`config.mk`:
```
export PLATFORM = sky130hd
export DESIGN_NAME = calc_lock_sched_flat
export DESIGN_NICKNAME = d
export VERILOG_FILES = /design/src/rtl/calc_lock_sched_if.sv /design/src/rtl/calc_lock_sched.sv /design/src/flat_wrapper.sv
export SDC_FILE = /design/constraint.sdc
export NUM_CORES = 1
export LEC_CHECK = 0
export CORE_UTILIZATION = 50
export DETAILED_ROUTE_END_ITERATION = 8
export PLACE_DENSITY = 0.74
export REMOVE_ABC_BUFFERS = 1
export SLEW_MARGIN = 20
export SYNTH_ARGS = -nofsm -noshare
export SYNTH_HDL_FRONTEND = slang
export SYNTH_SLANG_ARGS = --single-unit
```
`constraint.sdc`:
```
create_clock -name ap_clk -period 9.62 [get_ports ap_clk]
set_input_delay 2.886 -clock ap_clk [delete_from_list [all_inputs] [get_ports ap_clk]]
set_output_delay 2.886 -clock ap_clk [all_outputs]
set_load 0.01 [all_outputs]
```
`src/rtl/calc_lock_sched_if.sv`:
```
// Request/response bundle between requesters, the lock sequencer and the result consumer.
// The requester/consumer side uses the master modport; the sequencer uses the slave modport.
interface calc_lock_sched_if #(
    parameter int NREQ = 2,
    parameter int DW   = 32
);
    localparam int IDW = (NREQ > 1) ? $clog2(NREQ) : 1;

    // A transfer happens on a rising clock edge where valid and ready are both high.
    // valid must not depend on ready. The sequencer holds rsp_valid and its payload stable until accepted.
    logic [NREQ-1:0]    req_valid;
    logic [NREQ*DW-1:0] req_a;
    logic [NREQ-1:0]    req_ready;
    logic               rsp_valid;
    logic               rsp_ready;
    logic [IDW-1:0]     rsp_id;
    logic [DW-1:0]      rsp_data;

    modport master (
        output req_valid, req_a, rsp_ready,
        input  req_ready, rsp_valid, rsp_id, rsp_data
    );

    modport slave (
        input  req_valid, req_a, rsp_ready,
        output req_ready, rsp_valid, rsp_id, rsp_data
    );
endinterface

```
`src/rtl/calc_lock_sched.sv`:
```
// Round-robin sequencer that shares one key-locked constant multiplier among NREQ requesters.
// The serial key must be loaded completely before any request is granted.
module calc_lock_sched #(
    parameter int              NREQ       = 2,
    parameter int              DW         = 32,
    parameter int              KW         = 33,
    parameter int              MUL_LAT    = 2,
    parameter logic [DW-1:0]   CONST_MASK = 32'hE9AA4AB3
) (
    input  logic               ap_clk,
    input  logic               ap_rst_n,
    input  logic               key_valid,
    input  logic               key_bit,
    input  logic               key_clear,
    output logic               key_loaded,
    output logic               ap_idle,
    output logic [1:0]         dbg_state,
    calc_lock_sched_if.slave   bus
);
    localparam int IDW = (NREQ > 1) ? $clog2(NREQ) : 1;
    localparam int CW  = $clog2(KW + 1);
    localparam int LW  = $clog2(MUL_LAT + 1);
    localparam int PD  = (MUL_LAT > 1) ? MUL_LAT - 1 : 1;

    typedef enum logic [1:0] {
        S_KEY_LOAD = 2'd0,
        S_IDLE     = 2'd1,
        S_BUSY     = 2'd2,
        S_RESP     = 2'd3
    } state_t;

    state_t               state_q, state_d;
    logic [KW-1:0]        key_q, key_d;
    logic [CW-1:0]        cnt_q, cnt_d;
    logic                 key_loaded_q, key_loaded_d;
    logic [IDW-1:0]       rr_ptr_q, rr_ptr_d;
    logic [IDW-1:0]       rsp_id_q, rsp_id_d;
    logic [DW-1:0]        rsp_data_q, rsp_data_d;
    logic [LW-1:0]        lat_q, lat_d;
    logic [PD-1:0][DW-1:0] pipe_q, pipe_d;

    logic                 hi_found, lo_found, any_req, can_grant;
    logic [IDW-1:0]       hi_sel, lo_sel, gnt_idx;
    logic [NREQ-1:0]      gnt_oh;
    logic [DW-1:0]        sel_a, mask_w, prod_in;

    assign mask_w  = CONST_MASK ^ key_q[DW:1];
    assign prod_in = sel_a * mask_w;

    // Search above the pointer first (hi), then wrap to the lowest index at or below it (lo).
    always_comb begin
        hi_found = 1'b0;
        lo_found = 1'b0;
        hi_sel   = '0;
        lo_sel   = '0;
        for (int i = NREQ - 1; i >= 0; i--) begin
            if (bus.req_valid[i]) begin
                if (i > int'(rr_ptr_q)) begin
                    hi_found = 1'b1;
                    hi_sel   = IDW'(i);
                end else begin
                    lo_found = 1'b1;
                    lo_sel   = IDW'(i);
                end
            end
        end
        any_req = hi_found | lo_found;
        gnt_idx = hi_found ? hi_sel : lo_sel;
        sel_a   = '0;
        for (int i = 0; i < NREQ; i++) begin
            if (IDW'(i) == gnt_idx) sel_a = bus.req_a[i*DW +: DW];
        end
        can_grant = (state_q == S_IDLE) && any_req && !key_clear;
        gnt_oh    = '0;
        if (can_grant) gnt_oh[gnt_idx] = 1'b1;
    end

    always_comb begin
        state_d      = state_q;
        key_d        = key_q;
        cnt_d        = cnt_q;
        key_loaded_d = key_loaded_q;
        rr_ptr_d     = rr_ptr_q;
        rsp_id_d     = rsp_id_q;
        rsp_data_d   = rsp_data_q;
        lat_d        = lat_q;
        pipe_d       = pipe_q;
        // The product for the granted operand enters the pipe at grant, freezing the mask for the op.
        pipe_d[0]    = prod_in;
        for (int k = 1; k < PD; k++) pipe_d[k] = pipe_q[k-1];

        if (key_clear) begin
            state_d      = S_KEY_LOAD;
            key_d        = '0;
            cnt_d        = '0;
            key_loaded_d = 1'b0;
        end else begin
            case (state_q)
                S_KEY_LOAD: begin
                    if (key_valid) begin
                        key_d[cnt_q] = key_bit;
                        cnt_d        = cnt_q + 1'b1;
                        if (cnt_q == CW'(KW - 1)) begin
                            key_loaded_d = 1'b1;
                            state_d      = S_IDLE;
                        end
                    end
                end
                S_IDLE: begin
                    if (can_grant) begin
                        rr_ptr_d = gnt_idx;
                        rsp_id_d = gnt_idx;
                        if (MUL_LAT == 1) begin
                            rsp_data_d = prod_in;
                            state_d    = S_RESP;
                        end else begin
                            lat_d   = LW'(1);
                            state_d = S_BUSY;
                        end
                    end
                end
                S_BUSY: begin
                    if (lat_q == LW'(MUL_LAT - 1)) begin
                        rsp_data_d = pipe_q[PD-1];
                        state_d    = S_RESP;
                    end else begin
                        lat_d = lat_q + 1'b1;
                    end
                end
                S_RESP: begin
                    if (bus.rsp_ready) state_d = S_IDLE;
                end
                default: state_d = S_KEY_LOAD;
            endcase
        end
    end

    always_ff @(posedge ap_clk or negedge ap_rst_n) begin
        if (!ap_rst_n) begin
            state_q      <= S_KEY_LOAD;
            key_q        <= '0;
            cnt_q        <= '0;
            key_loaded_q <= 1'b0;
            rr_ptr_q     <= IDW'(NREQ - 1);
            rsp_id_q     <= '0;
            rsp_data_q   <= '0;
            lat_q        <= '0;
            pipe_q       <= '0;
        end else begin
            state_q      <= state_d;
            key_q        <= key_d;
            cnt_q        <= cnt_d;
            key_loaded_q <= key_loaded_d;
            rr_ptr_q     <= rr_ptr_d;
            rsp_id_q     <= rsp_id_d;
            rsp_data_q   <= rsp_data_d;
            lat_q        <= lat_d;
            pipe_q       <= pipe_d;
        end
    end

    assign bus.req_ready = gnt_oh;
    assign bus.rsp_valid = (state_q == S_RESP);
    assign bus.rsp_id    = rsp_id_q;
    assign bus.rsp_data  = rsp_data_q;
    assign ap_idle       = (state_q == S_IDLE);
    assign key_loaded    = key_loaded_q;
    assign dbg_state     = state_q;
endmodule
```
`src/flat_wrapper.sv`:
```
// flat-port wrapper written by rule: the top's interface ports become plain ports
module calc_lock_sched_flat 
#(
    parameter int              NREQ       = 2,
    parameter int              DW         = 32,
    parameter int              KW         = 33,
    parameter int              MUL_LAT    = 2,
    parameter logic [DW-1:0]   CONST_MASK = 32'hE9AA4AB3
)
  (ap_clk, ap_rst_n, key_valid, key_bit, key_clear, key_loaded, ap_idle, dbg_state, bus_req_valid, bus_req_a, bus_rsp_ready, bus_req_ready, bus_rsp_valid, bus_rsp_id, bus_rsp_data);
  calc_lock_sched_if #(.NREQ(NREQ), .DW(DW)) bus_i ();
  input  logic ap_clk;
  input  logic ap_rst_n;
  input  logic key_valid;
  input  logic key_bit;
  input  logic key_clear;
  output logic key_loaded;
  output logic ap_idle;
  output logic [1:0] dbg_state;
  input wire logic [$bits(bus_i.req_valid)-1:0] bus_req_valid;
  input wire logic [$bits(bus_i.req_a)-1:0] bus_req_a;
  input wire logic [$bits(bus_i.rsp_ready)-1:0] bus_rsp_ready;
  output wire logic [$bits(bus_i.req_ready)-1:0] bus_req_ready;
  output wire logic [$bits(bus_i.rsp_valid)-1:0] bus_rsp_valid;
  output wire logic [$bits(bus_i.rsp_id)-1:0] bus_rsp_id;
  output wire logic [$bits(bus_i.rsp_data)-1:0] bus_rsp_data;
  assign bus_i.req_valid = bus_req_valid;
  assign bus_i.req_a = bus_req_a;
  assign bus_i.rsp_ready = bus_rsp_ready;
  assign bus_req_ready = bus_i.req_ready;
  assign bus_rsp_valid = bus_i.rsp_valid;
  assign bus_rsp_id = bus_i.rsp_id;
  assign bus_rsp_data = bus_i.rsp_data;
  calc_lock_sched #(.NREQ(NREQ), .DW(DW), .KW(KW), .MUL_LAT(MUL_LAT), .CONST_MASK(CONST_MASK)) u_core (.ap_clk(ap_clk), .ap_rst_n(ap_rst_n), .key_valid(key_valid), .key_bit(key_bit), .key_clear(key_clear), .key_loaded(key_loaded), .ap_idle(ap_idle), .dbg_state(dbg_state), .bus(bus_i));
endmodule
```
---- After elaboration in Yosys (flattened, before gate mapping) ----
Index checks and enable logic that the tools add are counted.
operators by class
  equality and inequality tests ........... 12
  reductions and logical operators ........ 16
  bitwise logic cells ..................... 3
  $lt $le $gt $ge ......................... 5
  muxes and demuxes ....................... 34
  add/sub/neg operators ................... 2
  multiply operators ...................... 1
operators with widths
  kind                                                                                 count
  33-bit two-way mux                                                                   3
  33-bit bitwise mux                                                                   1
  32-bit by 32-bit multiplier with 32-bit output                                       1
  32-bit two-way mux                                                                   1
  2-bit two-way mux                                                                    9
  6-bit two-way mux                                                                    3
  17-bit NOT                                                                           1
  1-bit two-way mux                                                                    13
  3-bit by 2-bit != test with 1-bit output, second input constant                      3
  3-bit AND reduction                                                                  3
  2-bit case mux with 4 select lines                                                   1
  2-bit nonzero test                                                                   4
  6-bit by 7-bit less-than comparator with 1-bit output, second input constant         1
  6-bit by 1-bit adder with 6-bit output, second input constant                        1
  1-bit demux with 6-bit select                                                        1
  6-bit equality test, second input constant                                           1
  6-bit by 1-bit greater-or-equal comparator with 1-bit output, second input constant  1
  3-bit != test, second input constant                                                 2
  5-bit AND reduction                                                                  1
  2-bit by 1-bit equality test with 1-bit output, second input constant                2
  2-bit equality test, second input constant                                           2
  1-bit logical AND                                                                    4
  2-bit case mux with 2 select lines                                                   1
  4-bit AND reduction                                                                  1
  12 further kinds                                                                     12
word-level totals
  bits in registers ....................... 110
  word-level logic and storage cells ...... 82
  bits of input ports ..................... 72
  output and inout bits ................... 40

---- Logic depth before layout (Yosys ltp) ----
  depth in word-level cells ............... 10
  depth in mapped cells ................... 32

---- Worst setup path after synthesis ----
No wires, ideal clock.
  path type ............................... input to register
  from .................................... in bus_req_valid[1]
  to ...................................... reg u_core.pipe_q[31] in the netlist's numbering
  arrival ................................. 10441 ps
  setup time .............................. 125 ps
  setup slack ............................. -946 ps
  stages .................................. 30
  cells stage by stage .................... a21boi_2 buf_6 buf_8 buf_12 clkbuf_1 mux2_2 clkbuf_1 and2_1 fa_1 fa_1 fa_1 inv_1 fa_1 inv_1 fa_1 inv_1 fa_1 inv_1 fa_1 fa_1 ha_1 a21oi_1 nor2b_1 a41oi_1 a211oi_1 o21a_1 o21a_1 o21a_1 o41a_1 xnor2_1
RTL lines
  what                  RTL line                source
  start, declared       flat_wrapper.sv:20      input wire logic [$bits(bus_i.req_valid)-1:0] bus_req_valid;
  end signal, assigned  calc_lock_sched.sv:158  pipe_q <= pipe_d;
  end, declared         calc_lock_sched.sv:40   logic [PD-1:0][DW-1:0] pipe_q, pipe_d;

==> impl_metrics.env <==
export IMPL_status="complete, but fails checks"
export IMPL_violations="negative setup slack"
export IMPL_tns_ns=-0.405
export IMPL_initial_utilization=0.510
export IMPL_cap_violations=0
export IMPL_antenna_cells=0
export IMPL_path_class="primary input to register"
export IMPL_synth_edff_count=0
export IMPL_layout_common_cells="fa_1, inv_1, nor2_1"
export IMPL_ys_warn_count=0
export IMPL_whs_path_depth=1
export IMPL_slowest_stage="fa_1"
export IMPL_clock_skew_ns=0.0230
export IMPL_clk_latency_ns=0.41
export IMPL_grt_first_pass_wirelength_microns=89400
export IMPL_ff2ff_setup_slack_ns=1.90
export IMPL_async_reset_ff_frac=1.00
export IMPL_htree_levels=3
export IMPL_gp_congestion=0.943
export IMPL_wl_per_cell_microns=19.3
export IMPL_fin_ws_ns=-0.208
export IMPL_wirelength_microns=55800
export IMPL_synth_ff_type="dfrtp_1"
export IMPL_cts_root_buf="clkbuf_16"
export IMPL_ff2ff_path_depth=28
export IMPL_fin_crit_sh=1.02
export IMPL_syn_mean_instance_area_sq_um=9.63
export IMPL_grt_start_max_net_pins=76
export IMPL_min_period_ns=9.83
export IMPL_rsz0062_at_grt="true"
export IMPL_fmax_mhz=102
export IMPL_required_ns=9.90
export IMPL_syn_area_sq_mm=0.0204
export IMPL_ys_ff_latch=109
export IMPL_via_per_inst=5.34
export IMPL_dp_hpwl_microns=44400
export IMPL_tightestPinTransition_ns=1.14
export IMPL_r2r_end="u_core.pipe_q[31]"
export IMPL_syn_inst=2113
export IMPL_hold_viol_final=0
export IMPL_cts_tree="yes"
export IMPL_first_global_vias=17200
export IMPL_endpoint_kind="register"
export IMPL_crit_buf_inv=8
export IMPL_drt_iter0_drc=891
export IMPL_worst_setup_path_start_kind="primary input"
export IMPL_r2r_start="u_core.rr_ptr_q"
export IMPL_hp_start="u_core.pipe_q[9]"
export IMPL_finalSetupViolCount=4
export IMPL_dr_pass1_iters=5
export IMPL_num_io_pins=112
export IMPL_die_w_microns=204
export IMPL_area_delta_synth_final_pct=20.0
export IMPL_die_y_microns=204
export IMPL_cp_top_family="adder cells"
export IMPL_cts_inserted_buffers=9
export IMPL_rows=73
export IMPL_final_common_cell="fa_1"
export IMPL_port_buffers=111
export IMPL_critPathMaxStageDelay_ns=0.61
export IMPL_synth_distinct_cells=56
export IMPL_overflow=0
export IMPL_clockBufferDepth=2
export IMPL_track_usage=0.283
export IMPL_final_nets=2974
export IMPL_die_area_sq_mm=0.0415
export IMPL_drc_errors=0
export IMPL_relSlewSlack=0.241
export IMPL_timing_critical_path_mode_cell="fa_1"
export IMPL_hold_class="register to register"
export IMPL_vias=15400
export IMPL_hold_end="u_core.bus.rsp_data[9]"
export IMPL_clkTransAtPathRegs_ns=0.09
export IMPL_layout_drive_gt1_share=0.193
export IMPL_coreArea_sq_mm=0.0399
export IMPL_antenna_found_initial=0
export IMPL_cts_sinks=109
export IMPL_crit_fanout=5
export IMPL_arrival_ns=10.11
export IMPL_drv_slew=0
export IMPL_drtAntennaViolNets=0
export IMPL_yosysSeqAreaShare=0.134
layer usage:
layer  vias up  global-route usage  part of all wire
li1       6820                   -                 -
met1      7951               0.346              0.39
met2       502               0.492              0.50
met3       174              0.0328             0.050
met4         0               0.144             0.055
met5         -                   0                 0
per-stage QoR:
stage	cell area (sq um)	hold slack (ns)	instances	worst slack, ns	utilization
5_1_grt	24400	0.497	2894	-0.427	0.612
6_report	24400	0.480	2894	-0.208	0.612
3_3_place_gp	23200	0.457	2838	-0.902	0.582
2_1_floorplan	19900	0.456	2012	-2.32	-
3_5_place_dp	23200	0.464	2838	-1.06	0.582
4_1_cts	24300	0.485	2888	-0.165	0.608
flip-flops by register name (all words and copies together), names as in the netlist:
signal / cells
u_core.pipe_q: 32
u_core.bus.rsp_id: 1
u_core.rr_ptr_q: 1
u_core.lat_q: 2
u_core.dbg_state: 2
u_core.key_q: 32
u_core.key_loaded: 1
u_core.bus.rsp_data: 32
u_core.cnt_q: 6
cell type report:
class | instances | area [sq um]
tap | 525 | 657
inverter | 399 | 1500
clock inverter | 7 | 91.3
sequential | 109 | 2730
timing repair buffer | 341 | 3060
multi-input combinational | 1504 | 16200
clock buffer | 9 | 225
fill | 3270 | 15500
timing repair:
| item | CTS | global route |
|---|---|---|
| endpoints found under the setup margin | 12 | 8 |
| hold endpoints to repair | 0 | 0 |
| buffers inserted | 33 | 9 |
| hold buffers | 0 | 0 |
| pin swaps | 62 | 41 |
| gates resized for setup | 98 | 48 |
| gates cloned | 2 | 0 |
worst max-delay path by stage:
stage	start	end	slack [ns]	cells after the start
CTS	bus_req_valid[1]	u_core.pipe_q[31]	-0.17	32
floorplan	bus_req_valid[1]	u_core.pipe_q[31]	-2.32	24
finish	bus_req_valid[1]	u_core.pipe_q[31]	-0.21	27
global placement	bus_req_valid[1]	u_core.pipe_q[31]	-0.90	25
global route	bus_req_valid[1]	u_core.pipe_q[31]	-0.43	27
detailed placement	bus_req_valid[1]	u_core.pipe_q[31]	-1.06	25
synthesized netlist by cell type, types with 27 or more instances:
library cell / n / area share
fa_1: 408 / 0.40
inv_1: 399 / 0.074
nor2_1: 227 / 0.042
nand2b_1: 73 / 0.022
or2_2: 63 / 0.019
and2_1: 72 / 0.022
a211oi_1: 28 / 0.010
ha_1: 130 / 0.080
nor2b_1: 109 / 0.034
mux2_2: 40 / 0.022
xnor2_1: 72 / 0.031
dfrtp_1: 108 / 0.13
clkbuf_1: 94 / 0.017
nand2_1: 88 / 0.016
a21oi_1: 49 / 0.012
mux2i_1: 27 / 0.013
kinds of logic (layout without fill, tap and decap cells):
kind of cell / after synthesis / in the layout / synth area share
flip-flops: 109 / 109 / 0.134
multiplexers: 80 / 80 / 0.0447
buffers and inverters: 500 / 756 / 0.0947
AO/OA/AOI/OAI: 137 / 137 / 0.0427
XOR/XNOR: 87 / 87 / 0.0385
adder cells (fa/ha/maj): 538 / 538 / 0.481
AND/OR/NAND/NOR: 662 / 662 / 0.164
Power is left out: the tool's default activity adds up to more than one toggle a clock period on the data nets, which glitch-free logic cannot reach.
